==> config.mk <==
export PLATFORM = sky130hd
export DESIGN_NAME = ysyx_22041211_mem_arbiter
export DESIGN_NICKNAME = d
export VERILOG_FILES = /design/src/rtl/ysyx_22041211_mem_arbiter.sv
export SDC_FILE = /design/constraint.sdc
export NUM_CORES = 1
export LEC_CHECK = 0
export ABC_CLOCK_PERIOD_IN_PS = 3820
export CORE_ASPECT_RATIO = 1.4
export CORE_MARGIN = 2
export CORE_UTILIZATION = 42
export CTS_BUF_LIST = sky130_fd_sc_hd__clkbuf_4 sky130_fd_sc_hd__clkbuf_8 sky130_fd_sc_hd__clkbuf_16
export DETAILED_ROUTE_END_ITERATION = 10
export PLACE_DENSITY = 0.86
export SLEW_MARGIN = 20
export SYNTH_ARGS = -nofsm -noshare
export SYNTH_HDL_FRONTEND = slang
export SYNTH_SLANG_ARGS = --single-unit
==> constraint.sdc <==
create_clock -name clk -period 3.82 [get_ports clk]
set_clock_uncertainty 0.2 [all_clocks]
set_input_delay 0.955 -clock clk [delete_from_list [all_inputs] [get_ports clk]]
set_output_delay 0.955 -clock clk [all_outputs]
set_load 0.01 [all_outputs]
==> src/rtl/ysyx_22041211_mem_arbiter.sv <==
// Memory port arbiter: the IFU (read-only) and the LSU (read/write) share a
// single memory port with one transaction in flight. The LSU wins by default;
// a streak counter forces the IFU in after MAX_LSU_STREAK consecutive LSU
// grants while the IFU was waiting. A response watchdog turns a lost memory
// response into an error response for the owner of the transaction.
//
// state | meaning
// ------+----------------------------------------------------------------
// IDLE  | no transaction; one requester may be accepted this cycle
// REQ   | request presented on mem_req_*, waiting for mem_req_ready
// RSP   | request taken by memory, waiting for mem_rsp_valid or timeout
module ysyx_22041211_mem_arbiter #(
    parameter int  ADDR_LEN       = 32,
    parameter int  DATA_LEN       = 32,
    parameter int  MAX_LSU_STREAK = 4,
    parameter int  TIMEOUT        = 255,
    localparam int STRB_W         = DATA_LEN / 8
) (
    input  logic                clk,
    input  logic                rst,

    input  logic                ifu_req_valid,
    output logic                ifu_req_ready,
    input  logic [ADDR_LEN-1:0] ifu_req_addr,
    output logic                ifu_rsp_valid,
    output logic [DATA_LEN-1:0] ifu_rsp_data,
    output logic                ifu_rsp_err,

    input  logic                lsu_req_valid,
    output logic                lsu_req_ready,
    input  logic [ADDR_LEN-1:0] lsu_req_addr,
    input  logic                lsu_req_wen,
    input  logic [DATA_LEN-1:0] lsu_req_wdata,
    input  logic [STRB_W-1:0]   lsu_req_wstrb,
    output logic                lsu_rsp_valid,
    output logic [DATA_LEN-1:0] lsu_rsp_data,
    output logic                lsu_rsp_err,

    output logic                mem_req_valid,
    input  logic                mem_req_ready,
    output logic [ADDR_LEN-1:0] mem_req_addr,
    output logic                mem_req_wen,
    output logic [DATA_LEN-1:0] mem_req_wdata,
    output logic [STRB_W-1:0]   mem_req_wstrb,
    input  logic                mem_rsp_valid,
    input  logic [DATA_LEN-1:0] mem_rsp_data,
    input  logic                mem_rsp_err,

    output logic                owner
);

    localparam int STREAK_W = $clog2(MAX_LSU_STREAK + 1);
    // watchdog counts RSP cycles 0..TIMEOUT-1 and fires on the last one
    localparam int WD_W     = (TIMEOUT > 1) ? $clog2(TIMEOUT) : 1;

    localparam logic [STREAK_W-1:0] STREAK_MAX = STREAK_W'(MAX_LSU_STREAK);
    localparam logic [WD_W-1:0]     WD_LAST    = WD_W'(TIMEOUT - 1);

    typedef enum logic [1:0] {
        S_IDLE = 2'd0,
        S_REQ  = 2'd1,
        S_RSP  = 2'd2
    } state_t;

    state_t                state_q, state_d;
    logic [STREAK_W-1:0]   streak_q, streak_d;
    logic [WD_W-1:0]       wd_q, wd_d;

    logic                  in_idle;
    logic                  grant_ifu;

    logic                  mem_req_valid_d;
    logic [ADDR_LEN-1:0]   mem_req_addr_d;
    logic                  mem_req_wen_d;
    logic [DATA_LEN-1:0]   mem_req_wdata_d;
    logic [STRB_W-1:0]     mem_req_wstrb_d;
    logic                  owner_d;

    logic                  rsp_fire;
    logic                  rsp_err_n;
    logic [DATA_LEN-1:0]   rsp_data_n;

    logic                  ifu_rsp_valid_d;
    logic [DATA_LEN-1:0]   ifu_rsp_data_d;
    logic                  ifu_rsp_err_d;
    logic                  lsu_rsp_valid_d;
    logic [DATA_LEN-1:0]   lsu_rsp_data_d;
    logic                  lsu_rsp_err_d;

    // Ready is gated by rst so nothing looks accepted while reset is held.
    assign in_idle       = rst && (state_q == S_IDLE);
    assign grant_ifu     = ifu_req_valid && (!lsu_req_valid || (streak_q == STREAK_MAX));
    assign ifu_req_ready = in_idle && grant_ifu;
    assign lsu_req_ready = in_idle && lsu_req_valid && !grant_ifu;

    // Next-state, next registered outputs, streak and watchdog.
    always_comb begin
        state_d         = state_q;
        streak_d        = streak_q;
        wd_d            = wd_q;
        mem_req_valid_d = mem_req_valid;
        mem_req_addr_d  = mem_req_addr;
        mem_req_wen_d   = mem_req_wen;
        mem_req_wdata_d = mem_req_wdata;
        mem_req_wstrb_d = mem_req_wstrb;
        owner_d         = owner;
        rsp_fire        = 1'b0;
        rsp_err_n       = 1'b0;
        rsp_data_n      = '0;

        unique case (state_q)
            S_IDLE: begin
                if (ifu_req_ready) begin
                    state_d         = S_REQ;
                    mem_req_valid_d = 1'b1;
                    mem_req_addr_d  = ifu_req_addr;
                    mem_req_wen_d   = 1'b0;
                    mem_req_wdata_d = '0;
                    mem_req_wstrb_d = '0;
                    owner_d         = 1'b0;
                end else if (lsu_req_ready) begin
                    state_d         = S_REQ;
                    mem_req_valid_d = 1'b1;
                    mem_req_addr_d  = lsu_req_addr;
                    mem_req_wen_d   = lsu_req_wen;
                    mem_req_wdata_d = lsu_req_wen ? lsu_req_wdata : '0;
                    mem_req_wstrb_d = lsu_req_wen ? lsu_req_wstrb : '0;
                    owner_d         = 1'b1;
                end
            end
            S_REQ: begin
                if (mem_req_ready) begin
                    state_d         = S_RSP;
                    mem_req_valid_d = 1'b0;
                    wd_d            = '0;
                end
            end
            S_RSP: begin
                // a real response on the timeout cycle still wins
                if (mem_rsp_valid) begin
                    rsp_fire   = 1'b1;
                    rsp_err_n  = mem_rsp_err;
                    rsp_data_n = mem_req_wen ? '0 : mem_rsp_data;
                    state_d    = S_IDLE;
                end else if (wd_q == WD_LAST) begin
                    rsp_fire   = 1'b1;
                    rsp_err_n  = 1'b1;
                    state_d    = S_IDLE;
                end else begin
                    wd_d       = wd_q + WD_W'(1);
                end
            end
            default: state_d = S_IDLE;
        endcase

        if (!ifu_req_valid || ifu_req_ready) begin
            streak_d = '0;
        end else if (lsu_req_ready && (streak_q != STREAK_MAX)) begin
            streak_d = streak_q + STREAK_W'(1);
        end

        ifu_rsp_valid_d = rsp_fire && !owner;
        ifu_rsp_data_d  = (rsp_fire && !owner) ? rsp_data_n : '0;
        ifu_rsp_err_d   = rsp_fire && !owner && rsp_err_n;
        lsu_rsp_valid_d = rsp_fire && owner;
        lsu_rsp_data_d  = (rsp_fire && owner) ? rsp_data_n : '0;
        lsu_rsp_err_d   = rsp_fire && owner && rsp_err_n;
    end

    // State and registered outputs; reset drops any in-flight transaction.
    always_ff @(posedge clk) begin
        if (!rst) begin
            state_q       <= S_IDLE;
            streak_q      <= '0;
            wd_q          <= '0;
            mem_req_valid <= 1'b0;
            mem_req_addr  <= '0;
            mem_req_wen   <= 1'b0;
            mem_req_wdata <= '0;
            mem_req_wstrb <= '0;
            owner         <= 1'b0;
            ifu_rsp_valid <= 1'b0;
            ifu_rsp_data  <= '0;
            ifu_rsp_err   <= 1'b0;
            lsu_rsp_valid <= 1'b0;
            lsu_rsp_data  <= '0;
            lsu_rsp_err   <= 1'b0;
        end else begin
            state_q       <= state_d;
            streak_q      <= streak_d;
            wd_q          <= wd_d;
            mem_req_valid <= mem_req_valid_d;
            mem_req_addr  <= mem_req_addr_d;
            mem_req_wen   <= mem_req_wen_d;
            mem_req_wdata <= mem_req_wdata_d;
            mem_req_wstrb <= mem_req_wstrb_d;
            owner         <= owner_d;
            ifu_rsp_valid <= ifu_rsp_valid_d;
            ifu_rsp_data  <= ifu_rsp_data_d;
            ifu_rsp_err   <= ifu_rsp_err_d;
            lsu_rsp_valid <= lsu_rsp_valid_d;
            lsu_rsp_data  <= lsu_rsp_data_d;
            lsu_rsp_err   <= lsu_rsp_err_d;
        end
    end

endmodule

==> results.md <==
* Outcome: complete, no violations
* Adder-cell share of the synthesized area at 0.979%
* Floorplan die height at 135 µm
* CTS HTree Levels at 4
* Die area at 13100 µm²
* CP Launch Point: rst
* Final ANT Viol Nets at 0
* Sink Count at roughly 150
* Rel. slew slack at between 50% and 60%
* Clk pin slew, worst setup/hold paths at 60 ps
* Final worst path period need at 3740 ps
* Filler Cells Inserted at 843
* Leakage power at 3.32 nW
* Slew @ Worst Pin at 677 ps
* Reg2Reg Setup Slack at 1580 ps
* RSZ-0062 raised after global routing: no
* Worst setup EP type: output port
* Hpwl dp at 12000 µm
* Drt drc at 0
* Synth Area in Compound Gates at 19.5%
* Cell variety after synth at 40
* DR vias/cell at 5.15
* Worst setup path end: ifu_req_ready
* Gr ovfl total at 0
* Setup Fix Bufs, Post-CTS at 0
* Final period util at 97.9%
* Yosys reg bits at 152
* Top post-synthesis cells by area: dfxtp_1 60%, a21oi_1 6.7%, nor2_1 5.4%
* Reg2reg end: mem_req_wstrb[3]
* # diodes at 0
* PortBufs at 280
* Post-Syn Nets at 681
* GRT Util Overall at 24.4%
* Layout cell share with drive strength beyond 1 at 8.82%
* Sequential share of the synthesized area at 59.5%
* Initial antenna violation count at 0
* GPL Wtd Cong at roughly 0.83
* Path depth of the worst reg2reg path at 7
* Synthesized cell area at ~5100 µm²
* Root Buffer: clkbuf_16
* Vias in the first global route at 5106
* Setup TNS at 0 ps
* Largest net degree at the start of global routing at 38
* Top_reg_cell synth: dfxtp_1
* Setup CP Type: in2out
* First-pass GRT wire length at 25600 µm
* Startpoint Class: input port
* Simple-gate share of the synthesized area at 14.9%
* IO Count at between 200 and 300
* First DRT Iteration DRCs at ~180
* Required @ worst endpoint at 2660 ps
* Mapped Cells at 537
* Most frequent cells in the layout: 279 x clkdlybuf4s50_1, 152 x dfxtp_1, 74 x nor2_1, 70 x nand2_1, 68 x a21oi_1
* Syn_area_per_cell at 9.52 µm²
* EDFF count, synth at 0
* TritonCTS Buffers at 17
* Synth Area in XOR/XNOR at 0.343%
* CP Max Fanout at 3
* Max Clock Freq at 0.267 GHz
* Worst VDD drop at 0.280 mV
* Hold Violations, Final at 0
* Clk_lat worst skew at approximately 420 ps
* Mux share of post-synthesis cell area at 0.220%
* WL final at 16500 µm
* Reg2reg start: streak_q[0]
* Asr flop ratio synth at 0%
* Min-delay worst type: reg2reg
* Num rows at between 40 and 50
* Largest family of logic cells by synthesized area: compound AO/OA/AOI/OAI gates
* Yosys top cell by area: dfxtp_1
* Nets at 959
* Fin util at about 72%
* Yosys top cell area share at 59.5%
* Drt wl/cell at 16.9 µm
* Pwr dens at ~430 nW/µm²
* Max clock buf depth at 2
* Initial Util at 43.0%
* Total power after layout at 3.71 mW
* Commonest non-fill, non-tap cell in the layout: clkdlybuf4s50_1
* Area grow syn2layout at 68.4%
* Die Wd at 97.3 µm
* Final setup viols at 0
* Max-Cap Viols at 0
* Vias at 5018
* Yosys warnings at 0
* Final Slew Violations at 0
* First-pass DRT Iterations at 5
* CTS tree: done
* Core Footprint at around 12000 µm²
* CP Data Arrival Time at 2580 ps
-- where the power goes --
group          leakage, nW  total [mW]  switching, mW  internal [mW]
registers             1.23        1.66         0.0275           1.63
clock network        0.281        1.64          0.713          0.923
logic                 1.80       0.416          0.165          0.251
total                 3.32        3.71          0.906           2.80
-- through the flow --
stage	instance area, µm²	hold WS, ps	cells	setup WS (ps)
floorplan	5110	260	537	808
global placement	8020	255	943	-104
detailed placement	8020	258	943	-109
CTS	8610	276	975	60.5
global route	8610	287	975	9.77
finish	8610	272	975	80.1
-- sequential cells by signal, summed over array words and instances, names as in the netlist --
name           count
ifu_rsp_err        1
mem_req_valid      1
lsu_rsp_valid      1
ifu_rsp_data      32
mem_req_wdata     32
owner              1
wd_q               8
streak_q           3
state_q            2
ifu_rsp_valid      1
lsu_rsp_data      32
lsu_rsp_err        1
mem_req_wstrb      4
mem_req_wen        1
mem_req_addr      32
-- per-layer routing --
layer | track usage, % | wire [µm] | up-vias | part of all wire, %
met2 | 46.0 | 8830 | 252 | 53
met4 | 9.34 | 385 | 0 | 2.3
met1 | 24.6 | 5970 | 2353 | 36
li1 | - | - | 2383 | -
met3 | 8.39 | 1330 | 30 | 8.1
met5 | 0 | 0 | - | 0
-- cell usage after synthesis (2+ instances only) --
| library cell | count |
|---|---|
| nand2_1 | 70 |
| nor4b_1 | 2 |
| ha_1 | 4 |
| inv_1 | 10 |
| o21a_1 | 3 |
| a21oi_1 | 68 |
| and3_1 | 4 |
| o21ai_0 | 35 |
| a41oi_1 | 2 |
| a31oi_1 | 2 |
| a22o_2 | 18 |
| o211a_1 | 2 |
| dfxtp_1 | 152 |
| nand4_1 | 2 |
| nand3b_1 | 3 |
| nor3b_1 | 4 |
| nand3_1 | 8 |
| buf_12 | 3 |
| a211o_1 | 2 |
| clkbuf_1 | 27 |
| and2_1 | 3 |
| xnor2_1 | 2 |
| buf_2 | 4 |
| nor2_1 | 74 |
| a22o_1 | 18 |
-- worst min path at each step --
stage,endpoint,depth (start not counted),startpoint
3_5_place_dp,mem_req_wdata[9],1,mem_req_wdata[9]
4_1_cts,mem_req_wstrb[0],1,mem_req_wstrb[0]
2_1_floorplan,wd_q[5],1,wd_q[5]
5_1_grt,mem_req_wdata[29],1,mem_req_wdata[29]
3_3_place_gp,mem_req_wdata[4],1,mem_req_wdata[4]
6_report,mem_req_wdata[0],1,mem_req_wdata[0]
-- final cells by class --
cell class	instances	area (µm²)	share of cell area [%]
flip-flops and latches	152	3040	35.3
repair buffers	295	2910	33.8
multi-input cells	339	1850	21.5
clock buffers	17	425	4.94
well taps	147	184	2.14
clock inverters	15	159	1.85
inverters	10	37.5	0.436
-- kinds of logic after synthesis --
kind of cell             Yosys count
flip-flops                       152
buffers and inverters             46
AO/OA/AOI/OAI                    155
AND/OR/NAND/NOR                  177
XOR/XNOR                           2
multiplexers                       1
adder cells (fa/ha/maj)            4
-- repair_timing --
action,in CTS,in global routing
hold buffers,0,0
endpoints found under the hold margin,0,0
endpoints found under the setup margin,2,0
resized for setup,2,0
-- critical path: stages --
cell and delay, ps:
clkdlybuf4s50_1 500, buf_4 130, nor3b_2 180, nand3_1 150
inv_1 110, clkdlybuf4s50_1 550
(Power assumes the default switching activity.)
